==> config.mk <==
export PLATFORM = sky130hd
export DESIGN_NAME = eth_decap
export DESIGN_NICKNAME = d
export VERILOG_FILES = /design/src/rtl/eth_decap.sv
export SDC_FILE = /design/constraint.sdc
export NUM_CORES = 1
export LEC_CHECK = 0
export CAP_MARGIN = 20
export CORE_MARGIN = 2
export CORE_UTILIZATION = 66
export CTS_CLUSTER_DIAMETER = 80
export DETAILED_ROUTE_END_ITERATION = 6
export DONT_BUFFER_PORTS = 1
export PLACE_DENSITY_LB_ADDON = 0.05
export SLEW_MARGIN = 0
export SYNTH_ARGS = -nofsm -noshare
export SYNTH_HDL_FRONTEND = slang
export SYNTH_SLANG_ARGS = --single-unit
==> constraint.sdc <==
create_clock -name eth_clk -period 14.5 [get_ports eth_clk]
set_input_delay 2.175 -clock eth_clk [delete_from_list [all_inputs] [get_ports eth_clk]]
set_output_delay 2.175 -clock eth_clk [all_outputs]
set_load 0.02 [all_outputs]
==> src/rtl/eth_decap.sv <==
// NetTLP RX decapsulator: filters Eth/IPv4/UDP/NetTLP frames, strips the 48-byte header, writes TLP payload or command qword.
// Payload write latency 1 cycle; no backpressure on the MAC side; a full FIFO is reported as ovf_err instead.
module eth_decap #(
  parameter logic [15:0] UDP_DPORT    = 16'h3000,
  parameter logic [15:0] UDP_CMD_PORT = 16'h3010,
  parameter bit          CHECK_IPCSUM = 1'b1
) (
  input  logic        eth_clk,
  input  logic        eth_rst_n,
  input  logic        eth_tvalid,
  input  logic        eth_tlast,
  input  logic [7:0]  eth_tkeep,
  input  logic [63:0] eth_tdata,
  input  logic        eth_tuser,
  input  logic [47:0] adapter_reg_srcmac,
  input  logic [31:0] adapter_reg_srcip,
  input  logic        tlp_prog_full,
  input  logic        tlp_full,
  output logic        tlp_wr_en,
  output logic [63:0] tlp_wr_data,
  output logic [7:0]  tlp_wr_keep,
  output logic        tlp_wr_last,
  output logic        tlp_wr_err,
  input  logic        cmd_full,
  output logic        cmd_wr_en,
  output logic [63:0] cmd_wr_data,
  output logic [31:0] rx_ok_count,
  output logic [31:0] rx_drop_count,
  output logic [15:0] seq_gap_count,
  output logic        ovf_err
);

  typedef enum logic [2:0] {
    RX_SYNC, RX_IDLE, RX_HDR, RX_NTHDR, RX_DATA, RX_DROP
  } rx_state_t;

  typedef enum logic [1:0] {CLS_NONE, CLS_TLP, CLS_CMD} port_cls_t;

  rx_state_t state, state_nxt;
  port_cls_t cls, cls_now;

  logic [2:0]  beat_cnt;
  logic        mac_ok, pf_lat, hdr_bad, seq_valid;
  logic [19:0] csum_acc;
  logic [15:0] seq_prev;

  logic [63:0] d;
  logic [15:0] w0, w1, w2, w3;
  logic [47:0] dst_mac;
  logic        mac_match, beat_bad, csum_ok, in_range, hdr_fail;
  logic [19:0] csum_add, csum_tot;
  logic [16:0] fold1;
  logic [15:0] fold2;
  logic        tlp_we, cmd_we, ok_inc, drop_inc, seq_upd;

  // Big-endian 16-bit wire words in lane pairs (0,1) (2,3) (4,5) (6,7).
  assign d  = eth_tdata;
  assign w0 = {d[7:0],   d[15:8]};
  assign w1 = {d[23:16], d[31:24]};
  assign w2 = {d[39:32], d[47:40]};
  assign w3 = {d[55:48], d[63:56]};

  assign dst_mac   = {d[7:0], d[15:8], d[23:16], d[31:24], d[39:32], d[47:40]};
  assign mac_match = (dst_mac == adapter_reg_srcmac) || (dst_mac == 48'hFFFF_FFFF_FFFF);

  always_comb begin
    beat_bad = 1'b0;
    csum_add = 20'd0;
    case (beat_cnt)
      3'd1: begin
        beat_bad = (w2 != 16'h0800) || (d[55:48] != 8'h45);
        csum_add = {4'd0, w3};
      end
      3'd2, 3'd3: begin
        beat_bad = (beat_cnt == 3'd2) ? (d[63:56] != 8'd17)
                                      : (w3 != adapter_reg_srcip[31:16]);
        csum_add = {4'd0, w0} + {4'd0, w1} + {4'd0, w2} + {4'd0, w3};
      end
      3'd4: begin
        beat_bad = (w0 != adapter_reg_srcip[15:0]);
        csum_add = {4'd0, w0};
      end
      default: ;
    endcase
  end

  // End-around carry folded twice; ten words cannot overflow 20 bits.
  assign csum_tot = csum_acc + csum_add;
  assign fold1    = {1'b0, csum_tot[15:0]} + {13'd0, csum_tot[19:16]};
  assign fold2    = fold1[15:0] + {15'd0, fold1[16]};
  assign csum_ok  = (fold2 == 16'hFFFF);

  assign in_range = ({1'b0, w2} >= {1'b0, UDP_DPORT}) &&
                    ({1'b0, w2} <= ({1'b0, UDP_DPORT} + 17'd15));
  assign cls_now  = (w2 == UDP_CMD_PORT) ? CLS_CMD : (in_range ? CLS_TLP : CLS_NONE);
  assign hdr_fail = hdr_bad || beat_bad || !mac_ok || (CHECK_IPCSUM && !csum_ok);

  always_ff @(posedge eth_clk or negedge eth_rst_n) begin
    if (!eth_rst_n) state <= RX_SYNC;
    else            state <= state_nxt;
  end

  always_comb begin
    state_nxt = state;
    tlp_we    = 1'b0;
    cmd_we    = 1'b0;
    ok_inc    = 1'b0;
    drop_inc  = 1'b0;
    seq_upd   = 1'b0;
    case (state)
      RX_SYNC: if (!eth_tvalid) state_nxt = RX_IDLE;
      RX_IDLE: if (eth_tvalid) begin
        if (eth_tlast) drop_inc = 1'b1;
        else           state_nxt = RX_HDR;
      end
      RX_HDR: if (eth_tvalid) begin
        if (eth_tlast) begin
          drop_inc  = 1'b1;
          state_nxt = RX_IDLE;
        end else if (beat_cnt == 3'd4) begin
          if (hdr_fail || cls_now == CLS_NONE || (cls_now == CLS_TLP && pf_lat))
            state_nxt = RX_DROP;
          else
            state_nxt = RX_NTHDR;
        end
      end
      RX_NTHDR: if (eth_tvalid) begin
        if (cls == CLS_TLP) begin
          if (eth_tlast) begin
            drop_inc  = 1'b1;
            state_nxt = RX_IDLE;
          end else begin
            seq_upd   = 1'b1;
            state_nxt = RX_DATA;
          end
        end else if (eth_tlast) begin
          state_nxt = RX_IDLE;
          if (!eth_tuser && !cmd_full) begin
            cmd_we = 1'b1;
            ok_inc = 1'b1;
          end else begin
            drop_inc = 1'b1;
          end
        end else begin
          state_nxt = RX_DROP;
        end
      end
      RX_DATA: if (eth_tvalid) begin
        tlp_we = 1'b1;
        if (eth_tlast) begin
          ok_inc    = 1'b1;
          state_nxt = RX_IDLE;
        end
      end
      RX_DROP: if (eth_tvalid && eth_tlast) begin
        drop_inc  = 1'b1;
        state_nxt = RX_IDLE;
      end
      default: state_nxt = RX_SYNC;
    endcase
  end

  always_ff @(posedge eth_clk or negedge eth_rst_n) begin
    if (!eth_rst_n) begin
      beat_cnt <= 3'd0;
      mac_ok   <= 1'b0;
      pf_lat   <= 1'b0;
      hdr_bad  <= 1'b0;
      csum_acc <= 20'd0;
      cls      <= CLS_NONE;
    end else if (eth_tvalid) begin
      if (state == RX_IDLE) begin
        beat_cnt <= 3'd1;
        mac_ok   <= mac_match;
        pf_lat   <= tlp_prog_full;
        hdr_bad  <= 1'b0;
        csum_acc <= 20'd0;
      end else if (state == RX_HDR) begin
        beat_cnt <= beat_cnt + 3'd1;
        hdr_bad  <= hdr_bad | beat_bad;
        csum_acc <= csum_tot;
        if (beat_cnt == 3'd4) cls <= cls_now;
      end
    end
  end

  always_ff @(posedge eth_clk or negedge eth_rst_n) begin
    if (!eth_rst_n) begin
      tlp_wr_en     <= 1'b0;
      tlp_wr_data   <= 64'd0;
      tlp_wr_keep   <= 8'd0;
      tlp_wr_last   <= 1'b0;
      tlp_wr_err    <= 1'b0;
      cmd_wr_en     <= 1'b0;
      cmd_wr_data   <= 64'd0;
      rx_ok_count   <= 32'd0;
      rx_drop_count <= 32'd0;
      seq_gap_count <= 16'd0;
      ovf_err       <= 1'b0;
      seq_valid     <= 1'b0;
      seq_prev      <= 16'd0;
    end else begin
      tlp_wr_en <= tlp_we;
      if (tlp_we) begin
        tlp_wr_data <= {d[39:32], d[47:40], d[55:48], d[63:56],
                        d[7:0],   d[15:8],  d[23:16], d[31:24]};
        tlp_wr_keep <= {eth_tkeep[4], eth_tkeep[5], eth_tkeep[6], eth_tkeep[7],
                        eth_tkeep[0], eth_tkeep[1], eth_tkeep[2], eth_tkeep[3]};
        tlp_wr_last <= eth_tlast;
        tlp_wr_err  <= eth_tuser & eth_tlast;
      end
      cmd_wr_en <= cmd_we;
      if (cmd_we)
        cmd_wr_data <= {d[7:0],   d[15:8],  d[23:16], d[31:24],
                        d[39:32], d[47:40], d[55:48], d[63:56]};
      if (ok_inc)   rx_ok_count   <= rx_ok_count + 32'd1;
      if (drop_inc) rx_drop_count <= rx_drop_count + 32'd1;
      // Seq lives in lanes 2-3 of the NetTLP header beat; 16-bit wrap is not a gap.
      if (seq_upd) begin
        seq_valid <= 1'b1;
        seq_prev  <= w1;
        if (seq_valid && (w1 != seq_prev + 16'd1))
          seq_gap_count <= seq_gap_count + 16'd1;
      end
      ovf_err <= ovf_err | (tlp_wr_en & tlp_full);
    end
  end

endmodule

Word level (Yosys, flattened, before mapping)
Cells that the tools add are included.
{ "totals": {"ff_bits": 269, "input_bits": 160, "output_inout_bits": 221, "wordCells": 140} }
{ "classes": {"addsub": 11, "order_cmp": 2, "n_eq_ne": 30, "mux": 46, "n_bitwise": 5, "n_reduce_logical": 26} }
{ "ops": {"columns": ["operator", "count"], "rows": [
  ["32-bit by 1-bit adder with 32-bit output (second input constant)", 2],
  ["19-bit case mux with 3 select lines", 1],
  ["48-bit equality test", 1],
  ["48-bit equality test (second input constant)", 1],
  ["3-bit 2-to-1 mux", 16],
  ["16-bit != test", 3],
  ["20-bit 2-to-1 mux", 2],
  ["16-bit by 1-bit adder with 16-bit output (second input constant)", 2],
  ["1-bit 2-to-1 mux", 22],
  ["20-bit adder", 1],
  ["18-bit by 16-bit adder with 19-bit output", 1],
  ["17-bit by 16-bit adder with 18-bit output", 1],
  ["3-bit case mux with 6 select lines", 1],
  ["16-bit by 16-bit adder with 17-bit output", 1],
  ["16-bit by 4-bit adder with 17-bit output", 1],
  ["16-bit by 1-bit adder with 16-bit output", 1],
  ["16-bit by 14-bit equality test with 1-bit output (second input constant)", 1],
  ["16-bit equality test (second input constant)", 1],
  ["16-bit by 14-bit greater-or-equal comparator with 1-bit output (second input constant)", 1],
  ["16-bit by 14-bit <= comparator with 1-bit output (second input constant)", 1],
  ["16-bit by 12-bit != test with 1-bit output (second input constant)", 1],
  ["2-bit != test (second input constant)", 8],
  ["3-bit by 2-bit equality test with 1-bit output (second input constant)", 4],
  ["3-bit equality test (second input constant)", 3],
  ["22 further kinds", 43]
]} }

Logic depth before layout (Yosys ltp)
Gate-level depths: netlist of the first run.
{ "logic_depth": {"depth_word": 17, "depth_mapped": 44} }

Least setup slack after synthesis of the first run
No wires, ideal clock.
{ "synth_timing": {"kind": "input-to-reg", "from": "input port eth_tdata[9]", "to": "register state[2]", "setup_time_ns": 0.141, "arrival_time_ns": 9.816, "required_ns": 14.359, "path_slack_ns": 4.542, "path_stages": 42, "cell_sequence": "inv_1 -> fa_1 -> fa_1 -> inv_1 -> ha_1 -> fa_1 -> a21o_1 -> a21oi_1 -> o21bai_1 -> a21oi_1 -> o21bai_1 -> a21oi_1 -> xnor2_1 -> o21ai_0 -> ha_1 -> a211o_1 -> a31oi_1 -> inv_1 -> (+6 left out) -> ha_1 -> fa_1 -> a21oi_1 -> o21a_1 -> nor3_1 -> nand3_1 -> nand3_1 -> nand2_1 -> nor2_1 -> ha_1 -> ha_1 -> and2_1 -> nor3b_1 -> nand4_1 -> a221oi_1 -> o2111ai_1 -> a2111oi_2 -> o22ai_1"} }
{ "synth_between": {"elab_chain_len": 17} }
{ "synth_lines": {"columns": ["item", "line", "text"], "rows": [
  ["from (decl)", "13", "input logic [63:0] eth_tdata,"],
  ["16-bit by 16-bit adder with 17-bit output", "77", "csum_add = {4'd0, w0} + {4'd0, w1} + {4'd0, w2} + {4'd0, w3};"],
  ["17-bit by 16-bit adder with 18-bit output", "77", null],
  ["18-bit by 16-bit adder with 19-bit output", "77", null],
  ["19-bit case mux with 3 select lines", "69", "case (beat_cnt)"],
  ["20-bit adder", "88", "assign csum_tot = csum_acc + csum_add;"],
  ["16-bit by 4-bit adder with 17-bit output", "89", "assign fold1 = {1'b0, csum_tot[15:0]} + {13'd0, csum_tot[19:16]};"],
  ["16-bit by 1-bit adder with 16-bit output", "90", "assign fold2 = fold1[15:0] + {15'd0, fold1[16]};"],
  ["16-bit equality test", "91", "assign csum_ok = (fold2 == 16'hFFFF);"],
  ["1-bit logical NOT", "96", "assign hdr_fail = hdr_bad || beat_bad || !mac_ok || (CHECK_IPCSUM && !csum_ok);"],
  ["1-bit logical OR *", "96", null],
  ["1-bit logical OR * (2 in a row)", "121", "if (hdr_fail || cls_now == CLS_NONE || (cls_now == CLS_TLP && pf_lat))"],
  ["3-bit 2-to-1 mux *", "121", null],
  ["3-bit 2-to-1 mux *", "120", "end else if (beat_cnt == 3'd4) begin"],
  ["3-bit 2-to-1 mux *", "117", "if (eth_tlast) begin"],
  ["3-bit 2-to-1 mux *", "116", "RX_HDR: if (eth_tvalid) begin"],
  ["3-bit case mux with 6 select lines *", "110", "case (state)"],
  ["to (signal assigned)", "100", "else state <= state_nxt;"],
  ["to (decl)", "39", "rx_state_t state, state_nxt;"]
]} }
Mark *: on every way between the ends. The rest lies on a longest branch, timed or not. The select of a mux whose other input is x is not followed.
A chain may end at the register's enable or synchronous reset.

Worst setup path after layout of the first run
Same ends and word-level chain as after synthesis.

==> impl_results.md, run 1 <==
* Layout cells sized above 1 at 10.5%
* Tmin final at 10,360 ps
* Final Total Pwr at 3200 uW
* Via count at 12,200
* Outcome: finished clean
* Post-DR wirelength/cell at 25.0 um
* Final setup fails at 0
* Simple-gate portion of the synthesized area at 15.2%
* Mapped Nets at 1,813
* Via-per-instance ratio at 6.44
* HP Start: seq_valid
* Post-synthesis mux area share at 5.93%
* Die ar. at 25,100 sq um
* CP dominant cell by count: a21oi_1
* Complex-gate fraction of the synthesized area at 11.8%
* Starting density of the core at 67.1%
* CTS root buf: clkbuf_16
* Worst-margin pin slew at 1090 ps
* Number of global-route vias before repair at 11,800
* Filler cell count at 1,779
* Seq/Total Area, Yosys at 42.9%
* Worst R2R Path Depth at 32
* Unique masters post-synth at 82
* Power Dens Cells at 189 nW/um^2
* Post_cts resized at 0
* Core area at 23,400 sq um
* # hold bufs at CTS at 0
* Post-Synth Adder-Cell Area at 8.24%
* CTS tree: yes
* Leak at 0.00778 uW
* IO buf count at 0
* Critical path class: primary input to flip-flop
* Row count at 56
* Final-report hold violation count at 0
* Overflow after GRT at 0
* TritonCTS buffer count at 29
* Residual DRC at 0
* Reg2reg setup slack at 6480 ps
* H-tree Lvls at 1
* Pre-antenna DRT Iters at 5
* Hold crit path type: flip-flop to flip-flop
* Post-synth top flop: dfrtp_1
* WP data arrival at 10,760 ps
* Endpoint, Worst Hold: seq_valid
* Cells after Synth at 1,570
* RR Startpoint: beat_cnt[0]
* Largest net degree at the start of global routing at 270
* Ports at 381
* DIE HEIGHT at 158 um
* Count of yosys warnings during synthesis at 0
* Synth Cell Area at 15,700 sq um
* Crit path max-delay cell type: fa_1
* Max-slew violations at 0
* Area Growth Syn to Fin at 7.69%
* Syn_area_per_cell at 10.0 sq um
* Initial DRC count at 1,281
* Setup TNS at 0 ps
* Fin crit share at 71.4%
* FMAX at 0.0965 GHz
* Clk slew on worst S/H paths at 60 ps
* Die W at 158 um
* Register bit total from synthesis at 269
* Final #Nets at 1,804
* Worst Clk Skew at 12.8 ps
* Largest family of logic cells by synthesized area: simple AND/OR/NAND/NOR gates
* CP Capture Type: flip-flop
* Post-CTS Setup Bufs at 0
* Worst Setup Start Kind: primary input
* CTS Sinks at 269
* GR Util All Layers at 37.1%
* Ys async rst share at 100%
* Post-synth EDFFs at 0
* Final wirelength at 47,500 um
* Worst vdd rail ir drop at 0.000129 V
* GPL Wtd Cong at 0.957
* Relative slew slack at 27.6%
* Post-DP HPWL at 35,800 um
* RSZ-0062 raised after global routing: no
* Largest buffer count on any clock path at 3
* CP max stage delay at 510 ps
* Antenna-violating nets left at 0
* Number of max-cap violations at 0
* WP data required at 14,900 ps
* Max FO, Critical Path at 7
* Hold path depth at 1
* First-pass GRT wire length at 69,700 um
* Initial antenna violation count at 1
* Worst-skew pair later-pin latency at 560 ps
* R2r endpoint: state[2]
* Post-Synth XOR/XNOR Area at 12.1%
[sequential cells by signal (all words and copies together) (netlist names), 8 cells and up]
signal         cells
cmd_wr_data       64
rx_drop_count     32
seq_gap_count     16
rx_ok_count       32
tlp_wr_data       64
tlp_wr_keep        8
seq_prev          16
csum_acc          20
[critical path: cells and delay by family]
kind                     cells  cell delay, ps
AO/OA/AOI/OAI               19            3810
adder cells (fa/ha/maj)      9            3070
AND/OR/NAND/NOR             10            1300
XOR/XNOR                     2             250
buffers and inverters        3             160
[stage by stage]
step                      hold slack [ps]  setup slack (ps)  util, %  cells  cell area [sq um]
after CTS                             473              4210     72.3   1898              16900
after global placement                452              3960     68.2   1849              16000
after detailed placement              453              3630     68.2   1849              16000
after global routing                  501              3440     72.3   1898              16900
final                                 467              4140     72.3   1900              16900
after floorplan                       435              4540        -   1570              15700
[cell type report]
type                       count  area [sq um]  area share [%]
timing repair buffer           5          37.5           0.222
sequential                   269          6730            39.8
clock buffer                  39           833            4.93
clock inverter                10           115           0.680
tap                          319           399            2.36
multi-input combinational   1147          8390            49.6
inverter                     109           409            2.42
antenna                        2          5.00          0.0296
[routing by layer]
| metal | GRT usage [%] | part of all wire (%) |
|---|---|---|
| met1 | 48.8 | 37 |
| met2 | 55.6 | 45 |
| met3 | 13.4 | 13 |
| met4 | 16.0 | 5.0 |
| met5 | 0 | 0 |
[layout by cell type, fill, tap and decap left out, types with 5 or more instances in the layout]
cell type / n
xor2_1: 72
a21o_1: 10
o21ai_0: 105
o21bai_1: 8
o22ai_1: 5
and2_1: 8
a21oi_1: 31
a22oi_1: 15
clkbuf_16: 29
clkbuf_8: 7
dfrtp_1: 269
nand4_1: 44
nor4_1: 25
buf_4: 5
fa_1: 34
a22o_1: 15
xnor2_1: 141
nand2b_1: 12
nor3_1: 20
o21ai_1: 7
inv_1: 109
nand3_1: 58
nand2_1: 199
ha_1: 49
nor2_1: 66
and3_1: 27
a211oi_1: 5
mux2_2: 80
o21a_1: 10
a31oi_1: 8
a211oi_2: 5
[Yosys cell counts (3+ instances only)]
cell type  number  area (sq um)
nand2b_1       12          75.1
nor3_1         21           105
clkbuf_1       39           146
a211o_1         4          35.0
mux2_2         80           901
a21oi_1        31           155
o21ai_1         7          35.0
a211oi_1        5          37.5
nor3b_1         3          22.5
nand4_1        44           275
nand4b_1        3          26.3
mux2i_1         3          30.0
buf_6           3          33.8
a222oi_1        3          30.0
nor2_1         66           248
fa_1           34           681
and3_1         27           169
nor2b_1         4          25.0
o31ai_1         3          22.5
nand3_1        58           290
o21ai_0       105           526
a22o_1         15           131
nand2_1       200           751
a21o_1         10          75.1
o22ai_1         5          31.3
dfrtp_1       269          6730
o21bai_1        8          60.1
xor2_1         72           631
a31oi_1         8          50.1
ha_1           49           613
xnor2_1       141          1230
nor4_1         25           156
and4_1          3          26.3
and2_1          8          50.1
a22oi_1        15           113
o21a_1         10          75.1
a211oi_2        5          62.6
inv_1         109           409
o21ai_2         3          26.3
o211ai_1        4          30.0
or3_1           3          18.8
[power by group]
group	leakage, uW	switching, uW	internal [uW]
combinational	0.00375	595	452
sequential	0.00356	449	964
clock	0.000466	303	436
[how the worst max path moves through the flow]
stage,from,endpoint,depth (start not counted)
after CTS,eth_tdata[25],state[2],43
after global placement,eth_tdata[25],state[2],43
after global routing,eth_tdata[25],state[2],44
after floorplan,eth_tdata[9],state[2],42
final,eth_tdata[9],state[2],43
after detailed placement,eth_tdata[25],state[2],42
[cells by family after synthesis]
logic type / Yosys count
XOR/XNOR: 215
buffers and inverters: 154
AO/OA/AOI/OAI: 273
multiplexers: 83
adder cells (fa/ha/maj): 83
flip-flops: 269
AND/OR/NAND/NOR: 493
Note: power is estimated with default switching activity, not from simulation.
==> run 2, diff against run 1 <==
- CORE_UTILIZATION: 66 -> 58
- clock period: 14.5 -> 8.5 ns (I/O delays scaled with it)
==> impl_results.md, run 2 (synthesis gave the netlist of run 1 again) <==
* Outcome: finished clean (unchanged)
* Worst Clk Skew at 42.7 ps (was 12.8 ps)
* Placed Area at 16,600 sq um (was 16,000 sq um)
* CP max stage delay at 510 ps (about the same)
* CTS Sinks at 269 (unchanged)
* Die ar. at 28,400 sq um (was 25,100 sq um)
* Post-DP HPWL at 36,600 um (was 35,800 um)
* Max-slew violations at 0 (unchanged)
* Die W at 169 um (was 158 um)
* Switch share at 41.8% (was 42.1%)
* Number of global-route vias before repair at 12,200 (was 11,800)
* P_sw at 2430 uW (was 1350 uW)
* Power Dens Cells at 327 nW/um^2 (was 189 nW/um^2)
* FMAX at 0.118 GHz
* Worst vdd rail ir drop at 0.000194 V (was 0.000129 V)
* Ports at 381 (unchanged)
* Number of max-cap violations at 0 (unchanged)
* CP dominant cell by count: a21oi_2 (was a21oi_1)
* Final-report hold violation count at 0 (unchanged)
* Fin crit share at 99.8%
* WP data required at 8940 ps (was 14,900 ps)
* Final instance area at 17,800 sq um (was 16,900 sq um)
* CTS tree: yes (unchanged)
* Setup slack at placement at -551 ps (was 3630 ps)
* Initial antenna violation count at 0 (was 1)
* Int Pwr at 3390 uW (was 1850 uW)
* Worst Setup Start Kind: primary input (unchanged)
* Initial DRC count at 1,157 (was 1,281)
* H-tree Lvls at 1 (unchanged)
* IO buf count at 0 (unchanged)
* GPL Wtd Cong at 0.920 (was 0.957)
* Area Growth Syn to Fin at 13.2% (was 7.69%)
* Layout cells sized above 1 at 17.2% (was 10.5%)
* Final setup fails at 0 (unchanged)
* TritonCTS buffer count at 28 (was 29)
* Largest regs: cmd_wr_data: 64 flops, tlp_wr_data: 64 flops (unchanged)
* Leading cell type in the layout, fill and taps excluded: dfrtp_1 (unchanged)
* Pre-antenna DRT Iters at 6 (was 5)
* Core area at 26,800 sq um (was 23,400 sq um)
* Critical path class: primary input to flip-flop (unchanged)
* Via-per-instance ratio at 6.19 (was 6.44)
* Final #Nets at 1,892 (was 1,804)
* Post-DR wirelength/cell at 24.1 um (was 25.0 um)
* CTS root buf: clkbuf_16 (unchanged)
* Via count at 12,400 (was 12,200)
* RSZ-0062 raised after global routing: yes (was no)
* Max FO, Critical Path at 4 (was 7)
* Diode count at 0 (was 2)
* Reg2reg setup slack at 1390 ps (was 6480 ps)
* R2r endpoint: state[2] (unchanged)
* Worst R2R Path Depth at 35 (was 32)
* Worst-skew pair later-pin latency at 570 ps (was 560 ps)
* Final worst slack at 20.5 ps (was 4140 ps)
* First-pass GRT wire length at 73,400 um (was 69,700 um)
* Final Total Pwr at 5820 uW (was 3200 uW)
* Combinational power share at 37.1% (was 32.7%)
* Clk slew on worst S/H paths at 60 ps (about the same)
* Clock power share at 21.6% (was 23.1%)
* Relative slew slack at 28.8% (was 27.6%)
* Crit path max-delay cell type: fa_1 (unchanged)
* CP Capture Type: flip-flop (unchanged)
* Largest net degree at the start of global routing at 270 (unchanged)
* Row count at 60 (was 56)
* WP data arrival at 8920 ps (was 10,760 ps)
* Hold crit path type: primary input to async pin (was flip-flop to flip-flop)
* GR Util All Layers at 33.6% (was 37.1%)
* DIE HEIGHT at 169 um (was 158 um)
* RR Startpoint: beat_cnt[0] (unchanged)
* Final wirelength at 48,500 um (was 47,500 um)
* Register share of total power at 41.3% (was 44.2%)
* Leak at 0.00824 uW (was 0.00778 uW)
* Largest buffer count on any clock path at 3 (unchanged)
* Residual DRC at 0 (unchanged)
* Antenna-violating nets left at 0 (unchanged)
* Most frequent cells in the layout: dfrtp_1 (269), nand2_1 (199), xnor2_1 (139) (was dfrtp_1 (269), nand2_1 (199), xnor2_1 (141))
* Overflow after GRT at 0 (unchanged)
* Worst-margin pin slew at 1070 ps (was 1090 ps)
* Tmin final at 8480 ps
* Starting density of the core at 58.6% (was 67.1%)
## run 2: cell types whose count changed in the layout (fill, tap and decap cells not counted), sizes merged
cell	delta
inv	-3
clkinv	+3
clkinvlp	+2
diode	-2
buf	+89
## run 2: worst max path at each step
stage / start / end / slack, ps
2_1_floorplan: eth_tdata[41] / state[1] / 0.2
3_3_place_gp: eth_tdata[26] / state[1] / -340
3_5_place_dp: eth_tdata[26] / state[1] / -550
4_1_cts: eth_tdata[41] / state[1] / 20
5_1_grt: eth_tdata[26] / state[2] / -390
6_report: eth_tdata[26] / state[2] / 20
## run 2: routing by layer
metal	share of wire, %	wire, um	track usage [%]	up-vias
met5	0	0	0	-
met4	4.6	2250	13.6	0
met3	9.1	4410	9.00	141
met2	46	22200	52.5	598
met1	41	19700	44.7	6108
li1	-	-	-	5592
## run 2: timing repair
action / 4_1_cts / 5_1_grt
hold buffers: 0 / 0
cloned: 0 / 0
resized for setup: 3 / 23
buffers inserted: 0 / 8
setup endpoints to repair: 1 / 2
pin swaps: 1 / 42
## run 2: per-stage QoR
step,TNS (ps),hold slack [ps],cells,util (%)
after detailed placement,-1100,467,1951,62.1
after global routing,-757,406,2011,66.4
after floorplan,0,435,1570,-
after global placement,-677,454,1951,62.1
final,0,427,2011,66.4
after CTS,0,393,2002,65.7
## run 2: power by group through the flow
stage / Combinational (uW) / Clock (uW) / Sequential [uW]
final: 2160 / 1260 / 2400
after global routing: 2370 / 1310 / 2440
after CTS: 2060 / 1270 / 2400
after detailed placement: 2040 / 0 / 2410
after global placement: 1990 / 0 / 2410
after floorplan: 1440 / 0 / 2260
## run 2: layout make-up
type / count / area [sq um]
clock buffer: 39 / 802
multi-input combinational: 1147 / 8540
clock inverter: 12 / 146
tap: 341 / 427
inverter: 109 / 420
fill: 2161 / 9010
timing repair buffer: 94 / 726
sequential: 269 / 6730
## run 2: worst max-delay path, delay by kind of cell
kind | cells | cell delay [ps]
fa+ha+maj | 8 | 2470
xor+xnor | 2 | 280
buf+inv | 3 | 230
compound gates | 19 | 3360
simple gates | 11 | 1270
==> run 3, diff against run 2 <==
- ABC_AREA: default -> 1
- CORE_UTILIZATION: 58 -> 59
- GPL_TIMING_DRIVEN: default -> 1
==> impl_results.md, run 3 <==
* Final wirelength at 52,200 um (was 48,500 um)
* GPL Wtd Cong at 0.979 (was 0.920)
* Die W at 170 um (was 169 um)
* Clk slew on worst S/H paths at 60 ps (about the same)
* Final #Nets at 2,245 (was 1,892)
* RSZ-0062 raised after global routing: yes (unchanged)
* Residual DRC at 0 (unchanged)
* Clock power share at 22.6% (was 21.6%)
* Final setup fails at 0 (unchanged)
* Synth area leader: dfrtp_1 (unchanged)
* Syn_area_per_cell at 8.31 sq um (was 10.0 sq um)
* Fin crit share at 99.2% (was 99.8%)
* Worst Clk Skew at 15.1 ps (was 42.7 ps)
* Tmin final at 8440 ps (was 8480 ps)
* Reg2reg setup slack at 1390 ps (about the same)
* Setup TNS at 0 ps (unchanged)
* WP data required at 8960 ps (was 8940 ps)
* CTS Sinks at 269 (unchanged)
* Ys async rst share at 100% (unchanged)
* # hold bufs at CTS at 0 (unchanged)
* Worst vdd rail ir drop at 0.000287 V (was 0.000194 V)
* Antenna-violating nets left at 0 (unchanged)
* Int Pwr at 3360 uW (was 3390 uW)
* Combinational power share at 38.3% (was 37.1%)
* Synth Cell Area at 16,200 sq um (was 15,700 sq um)
* Post-synth top flop: dfrtp_1 (unchanged)
* Number of max-cap violations at 0 (unchanged)
* Via count at 13,900 (was 12,400)
* Initial DRC count at 1,182 (was 1,157)
* DIE HEIGHT at 170 um (was 169 um)
* Worst-skew pair later-pin latency at 570 ps (about the same)
* Relative slew slack at 34.4% (was 28.8%)
* Final instance area at 18,100 sq um (was 17,800 sq um)
* WP data arrival at 8890 ps (was 8920 ps)
* Via-per-instance ratio at 5.88 (was 6.19)
* Placed Area at 16,900 sq um (was 16,600 sq um)
* Largest buffer count on any clock path at 3 (unchanged)
* Critical path class: primary input to flip-flop (unchanged)
* First-pass GRT wire length at 78,300 um (was 73,400 um)
* Setup crit end: state[2] (unchanged)
* Overflow after GRT at 0 (unchanged)
* Post-synth EDFFs at 0 (unchanged)
* Crit path from: eth_tdata[9] (was eth_tdata[26])
* Ports at 381 (unchanged)
* Share of the synthesized area in the top cell type at 41.6% (was 42.9%)
* Outcome: finished clean (unchanged)
* Row count at 60 (unchanged)
* IO buf count at 0 (unchanged)
* Pre-antenna DRT Iters at 6 (unchanged)
* FMAX at 0.119 GHz (was 0.118 GHz)
* Switch share at 45.7% (was 41.8%)
* Hold crit path type: primary input to async pin (unchanged)
* Area Growth Syn to Fin at 12.1% (was 13.2%)
* Largest regs: cmd_wr_data: 64 flops, tlp_wr_data: 64 flops (unchanged)
* CP Capture Type: flip-flop (unchanged)
* GR Util All Layers at 35.8% (was 33.6%)
* Most frequent cell after synthesis: nand2_1 (was dfrtp_1)
* Largest net degree at the start of global routing at 270 (unchanged)
* Cells after Synth at 1,946 (was 1,570)
* Worst Setup Start Kind: primary input (unchanged)
* Max FO, Critical Path at 3 (was 4)
* Initial antenna violation count at 1 (was 0)
* Layout cells sized above 1 at 11.8% (was 17.2%)
* Register bit total from synthesis at 269 (unchanged)
* Count of yosys warnings during synthesis at 0 (unchanged)
* Mapped Nets at 2,189 (was 1,813)
* Unique masters post-synth at 55 (was 82)
* Crit path max-delay cell type: fa_1 (unchanged)
* Post-DR wirelength/cell at 22.0 um (was 24.1 um)
* CP dominant cell by count: nand2_1 (was a21oi_2)
* Final-report hold violation count at 0 (unchanged)
* Worst-margin pin slew at 985 ps (was 1070 ps)
* Fin Hold WS at 397 ps (was 427 ps)
* P_sw at 2830 uW (was 2430 uW)
* Power Dens Cells at 341 nW/um^2 (was 327 nW/um^2)
* H-tree Lvls at 1 (unchanged)
* Starting density of the core at 60.0% (was 58.6%)
* Post-DP HPWL at 41,100 um (was 36,600 um)
* Register share of total power at 39.1% (was 41.3%)
* Die ar. at 28,700 sq um (was 28,400 sq um)
* Max-slew violations at 0 (unchanged)
* Worst R2R Path Depth at 47 (was 35)
* R2r endpoint: state[2] (unchanged)
* Leak at 0.00900 uW (was 0.00824 uW)
* RR Startpoint: beat_cnt[0] (unchanged)
* Core area at 27,000 sq um (was 26,800 sq um)
* CP max stage delay at 520 ps (was 510 ps)
* Seq/Total Area, Yosys at 41.6% (was 42.9%)
* CTS root buf: clkbuf_16 (unchanged)
* Synth area leaders: dfrtp_1 (42%), nand2_1 (11%), o21ai_0 (5.8%) (was dfrtp_1 (43%), xnor2_1 (7.9%), mux2_2 (5.7%))
* Top cells by count, synth: nand2_1 (456), dfrtp_1 (269), inv_1 (235) (was dfrtp_1 (269), nand2_1 (200), xnor2_1 (141))
* TritonCTS buffer count at 29 (was 28)
* Leading cell type in the layout, fill and taps excluded: nand2_1 (was dfrtp_1)
* CTS tree: yes (unchanged)
* Most frequent cells in the layout: nand2_1 (450), dfrtp_1 (269), inv_1 (230) (was dfrtp_1 (269), nand2_1 (199), xnor2_1 (139))
* Number of global-route vias before repair at 13,200 (was 12,200)
==> run 3: changes by cell type after synthesis, sizes merged, moves of 14 or more <==
cell / before / now
nand2: 200 / 465
inv: 109 / 248
mux2: 80 / 1
o21ai: 115 / 190
nor2: 66 / 126
xnor2: 141 / 82
nand3: 58 / 95
and3: 27 / 2
nor3: 22 / 44
or2: 4 / 23
xor2: 74 / 91
a21oi: 32 / 48
a22oi: 15 / 0
o221ai: 0 / 14
==> run 3: through the flow <==
step | instances | utilization (%) | power [uW] | setup slack [ps]
floorplan | 1946 | - | 3860 | 45.8
global placement | 2303 | 62.6 | 4650 | -464
detailed placement | 2303 | 62.6 | 4690 | -777
CTS | 2357 | 66.6 | 6100 | 9.39
global route | 2367 | 67.2 | 6580 | -566
finish | 2367 | 67.2 | 6180 | 64.2
==> run 3: cell families after synthesis <==
kind of cell,after synthesis,synth area share (%)
xor gates and xnor gates,173,9.37
DFF,269,41.6
and+or+nand+nor,846,24.5
adders and majority gates,83,8.00
muxes,1,0.0696
AOI/OAI and AO/OA,282,9.68
buffers and inverters,292,6.79
==> run 3: worst max-delay path: cells and delay by family <==
kind,cells,cell delay [ps]
AND/OR/NAND/NOR,32,2610
adder cells (fa/ha/maj),8,2530
AO/OA/AOI/OAI,14,2010
buffers and inverters,4,330
XOR/XNOR,1,120
==> run 3: how the worst min path moves through the flow <==
stage              start         endpoint  slack [ps]
4_1_cts        eth_rst_n  rx_ok_count[30]         390
3_5_place_dp      pf_lat           pf_lat         460
2_1_floorplan     pf_lat           pf_lat         440
3_3_place_gp      pf_lat           pf_lat         460
6_report       eth_rst_n  rx_ok_count[30]         400
5_1_grt        eth_rst_n  rx_ok_count[30]         380
==> run 3: what timing repair did <==
action,CTS,global route
buffers inserted,0,9
setup endpoints to repair,2,2
pin swaps,2,40
gates resized for setup,5,28
==> run 3: routing by layer <==
layer  wire (um)  GRT usage, %
met2       24400          58.1
met1       20300          45.1
met3        4540          8.26
met5           0             0
met4        2980          18.0
==> run 3: area by class of cell <==
| cell class | count | area (sq um) |
|---|---|---|
| diodes | 1 | 2.50 |
| clock buffers | 33 | 771 |
| clock inverters | 21 | 293 |
| fillers | 2283 | 8830 |
| inverters | 251 | 951 |
| multi-input cells | 1385 | 8450 |
| flip-flops and latches | 269 | 6730 |
| well taps | 341 | 427 |
| repair buffers | 66 | 495 |
==> run 3: power by group through the flow <==
stage / Sequential [uW] / Combinational (uW) / Clock, uW
6_report: 2420 / 2370 / 1400
2_1_floorplan: 2270 / 1600 / 0
4_1_cts: 2410 / 2280 / 1410
5_1_grt: 2450 / 2670 / 1460
3_3_place_gp: 2430 / 2220 / 0
3_5_place_dp: 2430 / 2250 / 0
